==> src/rtl/too_small_norm.sv <==
// Iterative left-normalizer for the ADDSUB1 subtract path: shifts out leading zeros one
// bit per clock, flushing to signed zero when the exponent runs out.
//
// state | meaning
// IDLE  | waiting for start; result/flags hold last decision
// SHIFT | normalizing m_reg/e_reg, one left shift per clock
module too_small_norm (
  input  logic        clk,
  input  logic        rst,
  input  logic        start,
  input  logic        sign,
  input  logic [7:0]  exp,
  input  logic [23:0] mant,
  output logic        busy,
  output logic        done,
  output logic [31:0] result,
  output logic        underflow,
  output logic        zero
);

  typedef enum logic {IDLE, SHIFT} stateT;

  stateT       state;
  logic        sReg;
  logic [7:0]  eReg;
  logic [23:0] mReg;

  always_ff @(posedge clk or posedge rst) begin
    if (rst) begin
      state     <= IDLE;
      busy      <= 1'b0;
      done      <= 1'b0;
      result    <= 32'h0;
      underflow <= 1'b0;
      zero      <= 1'b0;
      sReg      <= 1'b0;
      eReg      <= 8'h0;
      mReg      <= 24'h0;
    end else begin
      done <= 1'b0;
      case (state)
        IDLE: begin
          if (start) begin
            sReg  <= sign;
            eReg  <= exp;
            mReg  <= mant;
            busy  <= 1'b1;
            state <= SHIFT;
          end
        end
        SHIFT: begin
          if (mReg == 24'h0) begin
            result    <= {sReg, 31'h0};
            zero      <= 1'b1;
            underflow <= 1'b0;
            done      <= 1'b1;
            busy      <= 1'b0;
            state     <= IDLE;
          end else if (eReg == 8'h0) begin
            result    <= {sReg, 31'h0};
            zero      <= 1'b1;
            underflow <= 1'b1;
            done      <= 1'b1;
            busy      <= 1'b0;
            state     <= IDLE;
          end else if (mReg[23]) begin
            result    <= {sReg, eReg, mReg[22:0]};
            zero      <= 1'b0;
            underflow <= 1'b0;
            done      <= 1'b1;
            busy      <= 1'b0;
            state     <= IDLE;
          end else if (eReg == 8'h1) begin
            // Stop here rather than decrement to 0: denormals are never produced.
            result    <= {sReg, 31'h0};
            zero      <= 1'b1;
            underflow <= 1'b1;
            done      <= 1'b1;
            busy      <= 1'b0;
            state     <= IDLE;
          end else begin
            mReg <= {mReg[22:0], 1'b0};
            eReg <= eReg - 8'h1;
          end
        end
        default: begin
          state <= IDLE;
          busy  <= 1'b0;
        end
      endcase
    end
  end

endmodule
==> config.mk <==
export PLATFORM = sky130hd
export DESIGN_NAME = too_small_norm
export DESIGN_NICKNAME = d
export VERILOG_FILES = /design/src/rtl/too_small_norm.sv
export SDC_FILE = /design/constraint.sdc
export NUM_CORES = 1
export LEC_CHECK = 0
export ABC_AREA = 1
export CORE_ASPECT_RATIO = 1.2
export CORE_MARGIN = 2
export CORE_UTILIZATION = 60
export CTS_BUF_LIST = sky130_fd_sc_hd__clkbuf_8
export CTS_CLUSTER_SIZE = 24
export DETAILED_ROUTE_END_ITERATION = 16
export DONT_BUFFER_PORTS = 1
export PLACE_DENSITY = 0.76
export SLEW_MARGIN = 10
export SYNTH_ARGS = -nofsm -noshare
export SYNTH_HDL_FRONTEND = slang
export SYNTH_SLANG_ARGS = --single-unit
==> constraint.sdc <==
create_clock -name clk -period 3.1 [get_ports clk]
set_clock_uncertainty 0.2 [all_clocks]
set_input_delay 0.31 -clock clk [delete_from_list [all_inputs] [get_ports clk]]
set_output_delay 0.31 -clock clk [all_outputs]
set_load 0.005 [all_outputs]
Yosys cells after proc, flatten, opt, wreduce, memory -nomap -nowiden:

Cells that the tools add are included.

* register bits after elaboration: 70
* input bits: 36
* output and inout bits: 36
* logic and storage cells: 65

* add/sub/neg operators: 1
* equality and inequality tests: 7
* mux-type cells: 38
* bitwise gates (word level): 1
* reductions and logical operators: 8

Operators with widths (count)
* $mux 32: 4
* $mux 24: 5
* $pmux 24 s2: 1
* $mux 8: 5
* $logic_not 24->1: 1
* $mux 1: 20
* $pmux 8 s2: 1
* $ne 2x2->1 const B: 5
* $eq 8x1->1 const B: 1
* $logic_not 8->1: 1
* $sub 8x1->8 const B: 1
* $reduce_and 2->1: 3
* $ne 5x1->1 const B: 1
* $reduce_and 5->1: 1
* $pmux 1 s2: 2
* $reduce_bool 4->1: 1
* $reduce_and 3->1: 1
* $not 1->1: 1

Logic depth before layout (Yosys ltp):

Gate-level depths: netlist (run 1).

* word-level depth: 6
* gate-level depth with buffers: 10
* gate-level depth less buffers: 9

Worst setup path after synthesis (run 1):

No wires, ideal clock.

* path kind: register -> register
* from: register eReg[1]
* to: register result[10]
* library setup time: 0.126 ns
* arrival time: 1.373 ns
* required time: 2.774 ns
* slack: 1.401 ns
* stages on the path, launching flop included: 11
* path buffers: 1
* period minus slack after synthesis: 1.699 ns
* path through: dfrtp_1 inv_1 ha_1 nand2_2 o21ai_4 nor2_4 nand2_4 nand2_4 buf_8 nand2_2 o21ai_1

* word-level cells in the longest chain between the ends: 3
* elaborated cells on any way between the ends: 6
* classes of those cells: eq/ne (1); mux (2); reduce/logical (3)

RTL lines
* from (decl): line 25 `logic [7:0] eReg;`
* from (signal assigned): line 45 `eReg <= exp;`
* from (signal assigned): line 83 `eReg <= eReg - 8'h1;`
* $eq 8x1->1 / $logic_not 8->1 (equally long branches): line 73, 59
* $reduce_bool 4->1 (no source line) / $mux 32 (equally long branches)
* $reduce_and 2->1 (no source line) / $mux 32 (equally long branches)
* to (signal assigned): line 60 `result <= {sReg, 31'h0};`
* to (signal assigned): line 67 `result <= {sReg, eReg, mReg[22:0]};`
* to (signal assigned): line 75 `result <= {sReg, 31'h0};`
* to (decl): line 16 `output logic [31:0] result,`

Several ways; a longest one is shown, not always the timed one.
A chain may end at the register's enable or synchronous reset.

Final worst setup path (run 1):

* from: register mReg[23]
* to: register mReg[7]

* word-level cells in the longest chain between the ends: 3
* elaborated cells on any way between the ends: 4
* classes of those cells: eq/ne (2); reduce/logical (2)

RTL lines
* from (decl): line 26 `logic [23:0] mReg;`
* from (signal assigned): line 46 `mReg <= mant;`
* from (signal assigned): line 82 `mReg <= {mReg[22:0], 1'b0};`
* $logic_not 24->1: line 52 `if (mReg == 24'h0) begin`
* $ne 2x2->1 (no source line)
* $reduce_and 5->1 (no source line) (*)

Mark *: on every way between the ends. The rest lies on a longest branch, timed or not.

==> summary.log, run 1 <==
[outcome] outcome completed
[timing] headroom to the max-slew limit 59.6%
[global_routing] first-pass GRT wire length 13.4 mm
[finish] final cell area excluding filler cells 3880 um2
[drt] length of routed met2 wiring 4.00 mm
[drt] number of vias per cell 5.45
[finish] Biggest register result
[min_path] number of instances on the worst hold path 4
[clock_network] CTS root buf sky130_fd_sc_hd__clkbuf_8
[place] weighted congestion at the end of routability-driven global placement 0.885
[worst_setup_path] number of cells on the worst reg-to-reg path 8
[worst_setup_path] startpoint type of the worst setup path flop
[drt] top metal layer carrying routed signals met4
[worst_setup_path] required time at the endpoint of the critical path 3.13 ns
[clock_network] CTS H-tree depth 3
[yosys] post-synthesis async set-or-reset flop share 100%
[min_path] type of the most critical hold path in2reg
[yosys] cell count after synthesis 439
[power] highest ir drop seen on vdd 0.000781 V
[die] DIE WIDTH 74.2 um
[yosys] portion of the post-synthesis area used by sequential elements 49.3%
[die] number of ports placed on the die boundary 72
[drt] DRT Pass-1 Iters 4
[global_routing] number of antenna violations at the first check in global routing 0
[drt] count of vias placed by the detailed router 2898
[place] dpl cells 501
[clock_network] clock transition at the registers of the reported paths 0.07 ns
[timing] final number of hold-violating endpoints 0
[yosys] average size of a mapped cell 8.09 um2
[yosys] synthesis warning total 0
[clock_network] clock tree sinks 70
[finish] share of final-layout standard cells stronger than drive strength 1 13.7%
[timing] setup repair after global routing missed its margin false
[die] floorplan core area 5710 um2
[yosys] primary flip-flop cell chosen by synthesis mapping sky130_fd_sc_hd__dfrtp_1
[timing] setup violators final 0
[place] # port buffers 0
[power] power density over the cells 1070 nW/um2
[timing] smallest setup slack after layout 0.749 ns
[worst_setup_path] arrival time at the worst endpoint 2.38 ns
[clock_network] clock network latency to the later pin of the worst-skew pair 0.34 ns
[yosys] number of storage elements in the synthesis netlist 70
[die] cell row count 30
[yosys] number of distinct library cell variants in the gate-level netlist after synthesis 26
[global_routing] sum of overflow across all layers after global routing 0
[finish] count of nets after finishing 487
[timing] upper clock frequency limit 0.425 GHz
[timing] share of the cycle needed by the critical path after routing 75.8%
[timing] Tmin final 2.35 ns
[die] Chip Height 88.3 um
[drt] Met1 Wirelength 3.34 mm
[drt] DRT iter0 DRCs 254
[finish] Largest register FFs 32
[yosys] number of flops mapped to enable cells by yosys 0
[timing] Hold WS 0.0101 ns
[finish] relative area change from synthesis to final layout 9.20%
[yosys] nets in the synthesized netlist 478
[global_routing] pin count of the biggest net entering global routing 46
[global_routing] aggregate global-route resource usage 27.2%
[timing] slew of the pin with the lowest slew margin 0.606 ns
[die] full die area 6550 um2
[worst_setup_path] Worst Setup End Kind flop
[drt] Met3 Wirelength 400 um
[drt] number of design rule violations left after detail routing 0
[power] Lkg Pwr 1.92 nW
[clock_network] CTS buffer count 9
[finish] post-route core utilization 68.0%
[clock_network] clock tree from TritonCTS done
[timing] final total negative setup slack 0 ns
[worst_setup_path] critical setup path kind reg2reg
[global_routing] vias in the first global route 2893
[worst_setup_path] Critical Path Fanout Max 32
[power] overall power 4.14 mW
[finish] Regs by FF count result: 32 flops, mReg: 24 flops, eReg: 8 flops
[job] Max-Cap Viols 0
[finish] non-filler instance count after layout 532
[yosys] Cell Area, Synth 3550 um2
[timing] max-slew violation count 0
[die] Initial Utilization 62.2%
[drt] wire length per cell after detailed routing 14.9 um
[place] DP Wirelength 5.37 mm
[drt] detailed-route wire length 7.92 mm
[clock_network] maximum buffer depth of the clock tree 2
[finish] antenna fix cells 0
[place] cell area after placement 3530 um2
[place] pre-CTS setup slack 0.759 ns
[drt] Routed Antenna Nets 0
[power breakdown]
| part | total, mW | internal, mW | switching (mW) |
|---|---|---|---|
| Clock | 0.690 | 0.368 | 0.321 |
| Sequential | 1.71 | 1.31 | 0.401 |
| Combinational | 1.74 | 0.581 | 1.16 |
| Total | 4.14 | 2.26 | 1.88 |
[path summary, 6_finish.rpt]
kind	from	endpoint	slack (ns)
min reg2reg	sReg	sReg	0.28
max reg2reg	mReg[23]	mReg[7]	0.75
max	mReg[23]	mReg[7]	0.75
min in group asynchronous	rst	result[8]	0.24
max in group asynchronous	rst	result[25]	1.68
min	mant[2]	mReg[2]	0.01
[kinds of logic (layout without fill, tap and decap cells)]
group / after synthesis / after routing / share of synthesized area, %
AO/OA/AOI/OAI: 62 / 62 / 10.7
flip-flops: 70 / 70 / 49.3
AND/OR/NAND/NOR: 263 / 263 / 32.1
adder cells (fa/ha/maj): 3 / 3 / 1.06
XOR/XNOR: 2 / 2 / 0.493
buffers and inverters: 39 / 52 / 6.34
[cells in the mapped netlist, types with 3 or more instances]
cell type	instances	area (um2)
sky130_fd_sc_hd__buf_4	4	30.0
sky130_fd_sc_hd__buf_6	5	56.3
sky130_fd_sc_hd__clkbuf_1	11	41.3
sky130_fd_sc_hd__dfrtp_1	70	1750
sky130_fd_sc_hd__ha_1	3	37.5
sky130_fd_sc_hd__inv_1	11	41.3
sky130_fd_sc_hd__nand2_1	170	638
sky130_fd_sc_hd__nand2_2	16	100
sky130_fd_sc_hd__nand2_4	4	45.0
sky130_fd_sc_hd__nand3_1	41	205
sky130_fd_sc_hd__nor2_1	28	105
sky130_fd_sc_hd__o21ai_0	26	130
sky130_fd_sc_hd__o21ai_1	17	85.1
sky130_fd_sc_hd__o21ai_2	15	131
[layer usage]
metal	vias up	GRT usage, %
met2	75	45.4
met5	-	0
met3	12	4.67
met4	0	13.1
met1	1398	34.2
li1	1413	-
[cell usage in the layout, fill, tap and decap left out, types with 3 or more instances in the layout]
cell / count
sky130_fd_sc_hd__buf_4: 7
sky130_fd_sc_hd__clkbuf_8: 13
sky130_fd_sc_hd__dfrtp_1: 70
sky130_fd_sc_hd__dlygate4sd3_1: 16
sky130_fd_sc_hd__ha_1: 3
sky130_fd_sc_hd__inv_1: 12
sky130_fd_sc_hd__nand2_1: 170
sky130_fd_sc_hd__nand2_2: 16
sky130_fd_sc_hd__nand2_4: 4
sky130_fd_sc_hd__nand3_1: 41
sky130_fd_sc_hd__nor2_1: 28
sky130_fd_sc_hd__o21ai_0: 26
sky130_fd_sc_hd__o21ai_1: 17
sky130_fd_sc_hd__o21ai_2: 15
[layout make-up]
cell class	instances	area, um2
clock inverters	2	7.51
repair buffers	23	213
fillers	509	1830
well taps	80	100
clock buffers	13	179
multi-input cells	330	1570
inverters	14	52.6
flip-flops and latches	70	1750
[critical path, stage by stage, from the launching register on]
cell and delay (ns):
sky130_fd_sc_hd__dfrtp_1 0.55, sky130_fd_sc_hd__nor2_1 0.16, sky130_fd_sc_hd__nand2_1 0.05, sky130_fd_sc_hd__nor2_1 0.11, sky130_fd_sc_hd__nand3_1 0.25, sky130_fd_sc_hd__nand3_4 0.40
sky130_fd_sc_hd__nand2_4 0.29, sky130_fd_sc_hd__nand2_1 0.14, sky130_fd_sc_hd__nand2_1 0.07
[what timing repair did]
action	4_1_cts	5_1_grt
hold buffers	16	0
buffers inserted	0	0
endpoints found under the hold margin	35	0
gates resized for setup	0	0
endpoints found under the setup margin	0	0
No activity file was read; power rests on OpenSTA's default activity.
==> run 2, diff against run 1 <==
CORE_UTILIZATION = 59   (was 60)
PLACE_DENSITY = 0.78   (was 0.76)
clock period = 2 ns   (was 3.1 ns; I/O delays follow)
==> run 2 against run 1 <==
Effect of this change:
- sequential cell count is the same
- utilization rose by 7.2 points
- final cell count grew 6.4%
- die area rose by 1.6%
- sequential share of layout area is 4.6 points lower
- register-to-register slack got worse by 0.68 ns
- highest routed layer unchanged
- total power is 71% higher
- fmax rose by 22%
- sequential power rose by 50%
- critical path depth increased by 1
- largest cell class unchanged
- critical endpoint is now mReg[15]
- via count rose by 7.7%
- clock-buffer cell count fell by 3
==> summary.log, run 2 (synthesis results as in run 1) <==
[outcome] outcome completed [unchanged]
[worst_setup_path] Largest stage delay, worst path 0.40 ns [was 0.55 ns]
[timing] upper clock frequency limit 0.518 GHz [was 0.425 GHz]
[die] Chip Height 89.0 um [was 88.3 um]
[worst_setup_path] most frequent CP cell sky130_fd_sc_hd__nand2_1 [unchanged]
[finish] final cell area excluding filler cells 4310 um2 [was 3880 um2]
[timing] final number of hold-violating endpoints 0 [unchanged]
[worst_setup_path] highest-delay cell along the critical path sky130_fd_sc_hd__dfrtp_1 [unchanged]
[power] overall power 7.08 mW [was 4.14 mW]
[power] Lkg Pwr 2.10 nW [was 1.92 nW]
[timing] headroom to the max-slew limit 75.3% [was 59.6%]
[place] cell area after placement 3640 um2 [was 3530 um2]
[drt] detailed-route wire length 8.87 mm [was 7.92 mm]
[clock_network] clock tree from TritonCTS done [unchanged]
[worst_setup_path] cells along the critical path inv_1, ha_1, nand2_1, nor2_4, nor2_4, nand3_4, nand2_4, nand2_1, nand2_1 [was nor2_1, nand2_1, nor2_1, nand3_1, nand3_4, nand2_4, nand2_1, nand2_1]
[power] highest ir drop seen on vdd 0.000983 V [was 0.000781 V]
[clock_network] CTS H-tree depth 3 [unchanged]
[die] cell row count 30 [unchanged]
[finish] antenna fix cells 0 [unchanged]
[finish] non-filler instance count after layout 566 [was 532]
[worst_setup_path] arrival time at the worst endpoint 2.02 ns [was 2.38 ns]
[drt] DRT iter0 DRCs 332 [was 254]
[clock_network] clock tree sinks 70 [unchanged]
[timing] max-slew violation count 0 [unchanged]
[worst_setup_path] Worst Setup End Kind flop [unchanged]
[worst_setup_path] required time at the endpoint of the critical path 2.09 ns [was 3.13 ns]
[job] Max-Cap Viols 0 [unchanged]
[global_routing] pin count of the biggest net entering global routing 71 [was 46]
[die] number of ports placed on the die boundary 72 [unchanged]
[drt] number of design rule violations left after detail routing 0 [unchanged]
[clock_network] clock transition at the registers of the reported paths 0.08 ns [was 0.07 ns]
[place] # port buffers 0 [unchanged]
[finish] relative area change from synthesis to final layout 21.5% [was 9.20%]
[clock_network] maximum buffer depth of the clock tree 2 [unchanged]
[drt] wire length per cell after detailed routing 15.7 um [was 14.9 um]
[global_routing] first-pass GRT wire length 13.9 mm [was 13.4 mm]
[place] DP Wirelength 5.49 mm [was 5.37 mm]
[finish] share of final-layout standard cells stronger than drive strength 1 15.8% [was 13.7%]
[timing] share of the cycle needed by the critical path after routing 96.6% [was 75.8%]
[global_routing] sum of overflow across all layers after global routing 0 [unchanged]
[die] full die area 6660 um2 [was 6550 um2]
[timing] Tmin final 1.93 ns [was 2.35 ns]
[finish] Largest register FFs 32 [unchanged]
[die] Initial Utilization 61.8% [was 62.2%]
[min_path] type of the most critical hold path in2async [was in2reg]
[finish] Filler Cell Count 448 [was 509]
[die] floorplan core area 5740 um2 [was 5710 um2]
[place] weighted congestion at the end of routability-driven global placement 0.891 [was 0.885]
[global_routing] aggregate global-route resource usage 27.5% [was 27.2%]
[worst_setup_path] startpoint type of the worst setup path flop [unchanged]
[timing] setup violators final 0 [unchanged]
[drt] DRT Pass-1 Iters 5 [was 4]
[finish] post-route core utilization 75.1% [was 68.0%]
[power] power density over the cells 1640 nW/um2 [was 1070 nW/um2]
[place] dpl cells 507 [was 501]
[clock_network] CTS buffer count 9 [unchanged]
[drt] count of vias placed by the detailed router 3120 [was 2898]
[finish] most common cell after layout, fill and taps aside sky130_fd_sc_hd__nand2_1 [unchanged]
[finish] Regs by FF count result: 32 flops, mReg: 24 flops, eReg: 8 flops [unchanged]
[clock_network] clock network latency to the later pin of the worst-skew pair 0.35 ns [was 0.34 ns]
[finish] leading cell types in the layout, fill and taps excluded sky130_fd_sc_hd__nand2_1, sky130_fd_sc_hd__dfrtp_1, sky130_fd_sc_hd__nand3_1 [unchanged]
[drt] number of vias per cell 5.51 [was 5.45]
[clock_network] CTS root buf sky130_fd_sc_hd__clkbuf_8 [unchanged]
[timing] slew of the pin with the lowest slew margin 0.371 ns [was 0.606 ns]
[drt] Routed Antenna Nets 0 [unchanged]
[global_routing] vias in the first global route 3036 [was 2893]
[worst_setup_path] critical setup path kind reg2reg [unchanged]
[worst_setup_path] Critical Path Fanout Max 15 [was 32]
[die] DIE WIDTH 74.8 um [was 74.2 um]
[global_routing] number of antenna violations at the first check in global routing 0 [unchanged]
[finish] Biggest register result [unchanged]
[finish] count of nets after finishing 521 [was 487]
## run 2: cell types whose count changed in the layout (fill, tap and decap cells not counted), sizes merged
cell,previous run,this run
clkinv,2,4
nand2,190,191
nand3,42,43
bufinv,0,1
dlygate4sd3,16,37
inv,14,12
clkinvlp,0,2
buf,7,16
clkbuf,13,12
## run 2: area by class of cell
| class | instances | area (um2) | share of cell area, % |
|---|---|---|---|
| tap | 80 | 100 | 2.32 |
| clock inverter | 5 | 51.3 | 1.19 |
| inverter | 14 | 56.3 | 1.31 |
| multi-input combinational | 332 | 1610 | 37.4 |
| clock buffer | 10 | 138 | 3.19 |
| sequential | 70 | 1750 | 40.6 |
| timing repair buffer | 55 | 603 | 14.0 |
## run 2: worst paths after layout
check / from / to / slack, ns / cells past startpoint
worst min-delay path: rst / result[5] / 0.22 / 3
worst min register to register: sReg / sReg / 0.28 / 2
worst max-delay path: eReg[0] / mReg[15] / 0.07 / 9
max in group asynchronous: rst / eReg[1] / 1.07 / 3
worst max register to register: eReg[0] / mReg[15] / 0.07 / 9
min in group clk: sReg / sReg / 0.28 / 2
## run 2: what timing repair did
item | CTS | global route
hold endpoints to repair | 103 | 0
resized for setup | 0 | 3
hold buffers | 37 | 0
setup buffers | 0 | 3
endpoints found under the setup margin | 0 | 40
## run 2: layer usage
layer	track usage, %	up-vias	part of all wire (%)
li1	-	1494	-
met1	34.1	1470	40
met2	47.4	144	51
met3	5.64	12	6.9
met4	9.58	0	1.4
met5	0	-	0
## run 2: stage by stage
stage	hold WS [ns]	setup TNS, ns	worst slack [ns]
6_report	0.216	0	0.0680
3_5_place_dp	0.00444	0	0.0466
5_1_grt	0.265	-0.0377	-0.0271
4_1_cts	0.246	0	0.0136
2_1_floorplan	0.117	0	0.301
3_3_place_gp	0.00294	0	0.0878
## run 2: worst max-delay path: cells and delay by family, from the launching register on
kind	cells	cell delay, ns
and+or+nand+nor	7	0.97
DFF	1	0.40
adders and majority gates	1	0.20
buffers and inverters	1	0.11
## run 2: report_power, final
group / total [mW] / switching, mW / internal (mW)
clock network: 1.12 / 0.522 / 0.594
registers: 2.57 / 0.549 / 2.03
logic: 3.39 / 2.11 / 1.27
total: 7.08 / 3.18 / 3.89
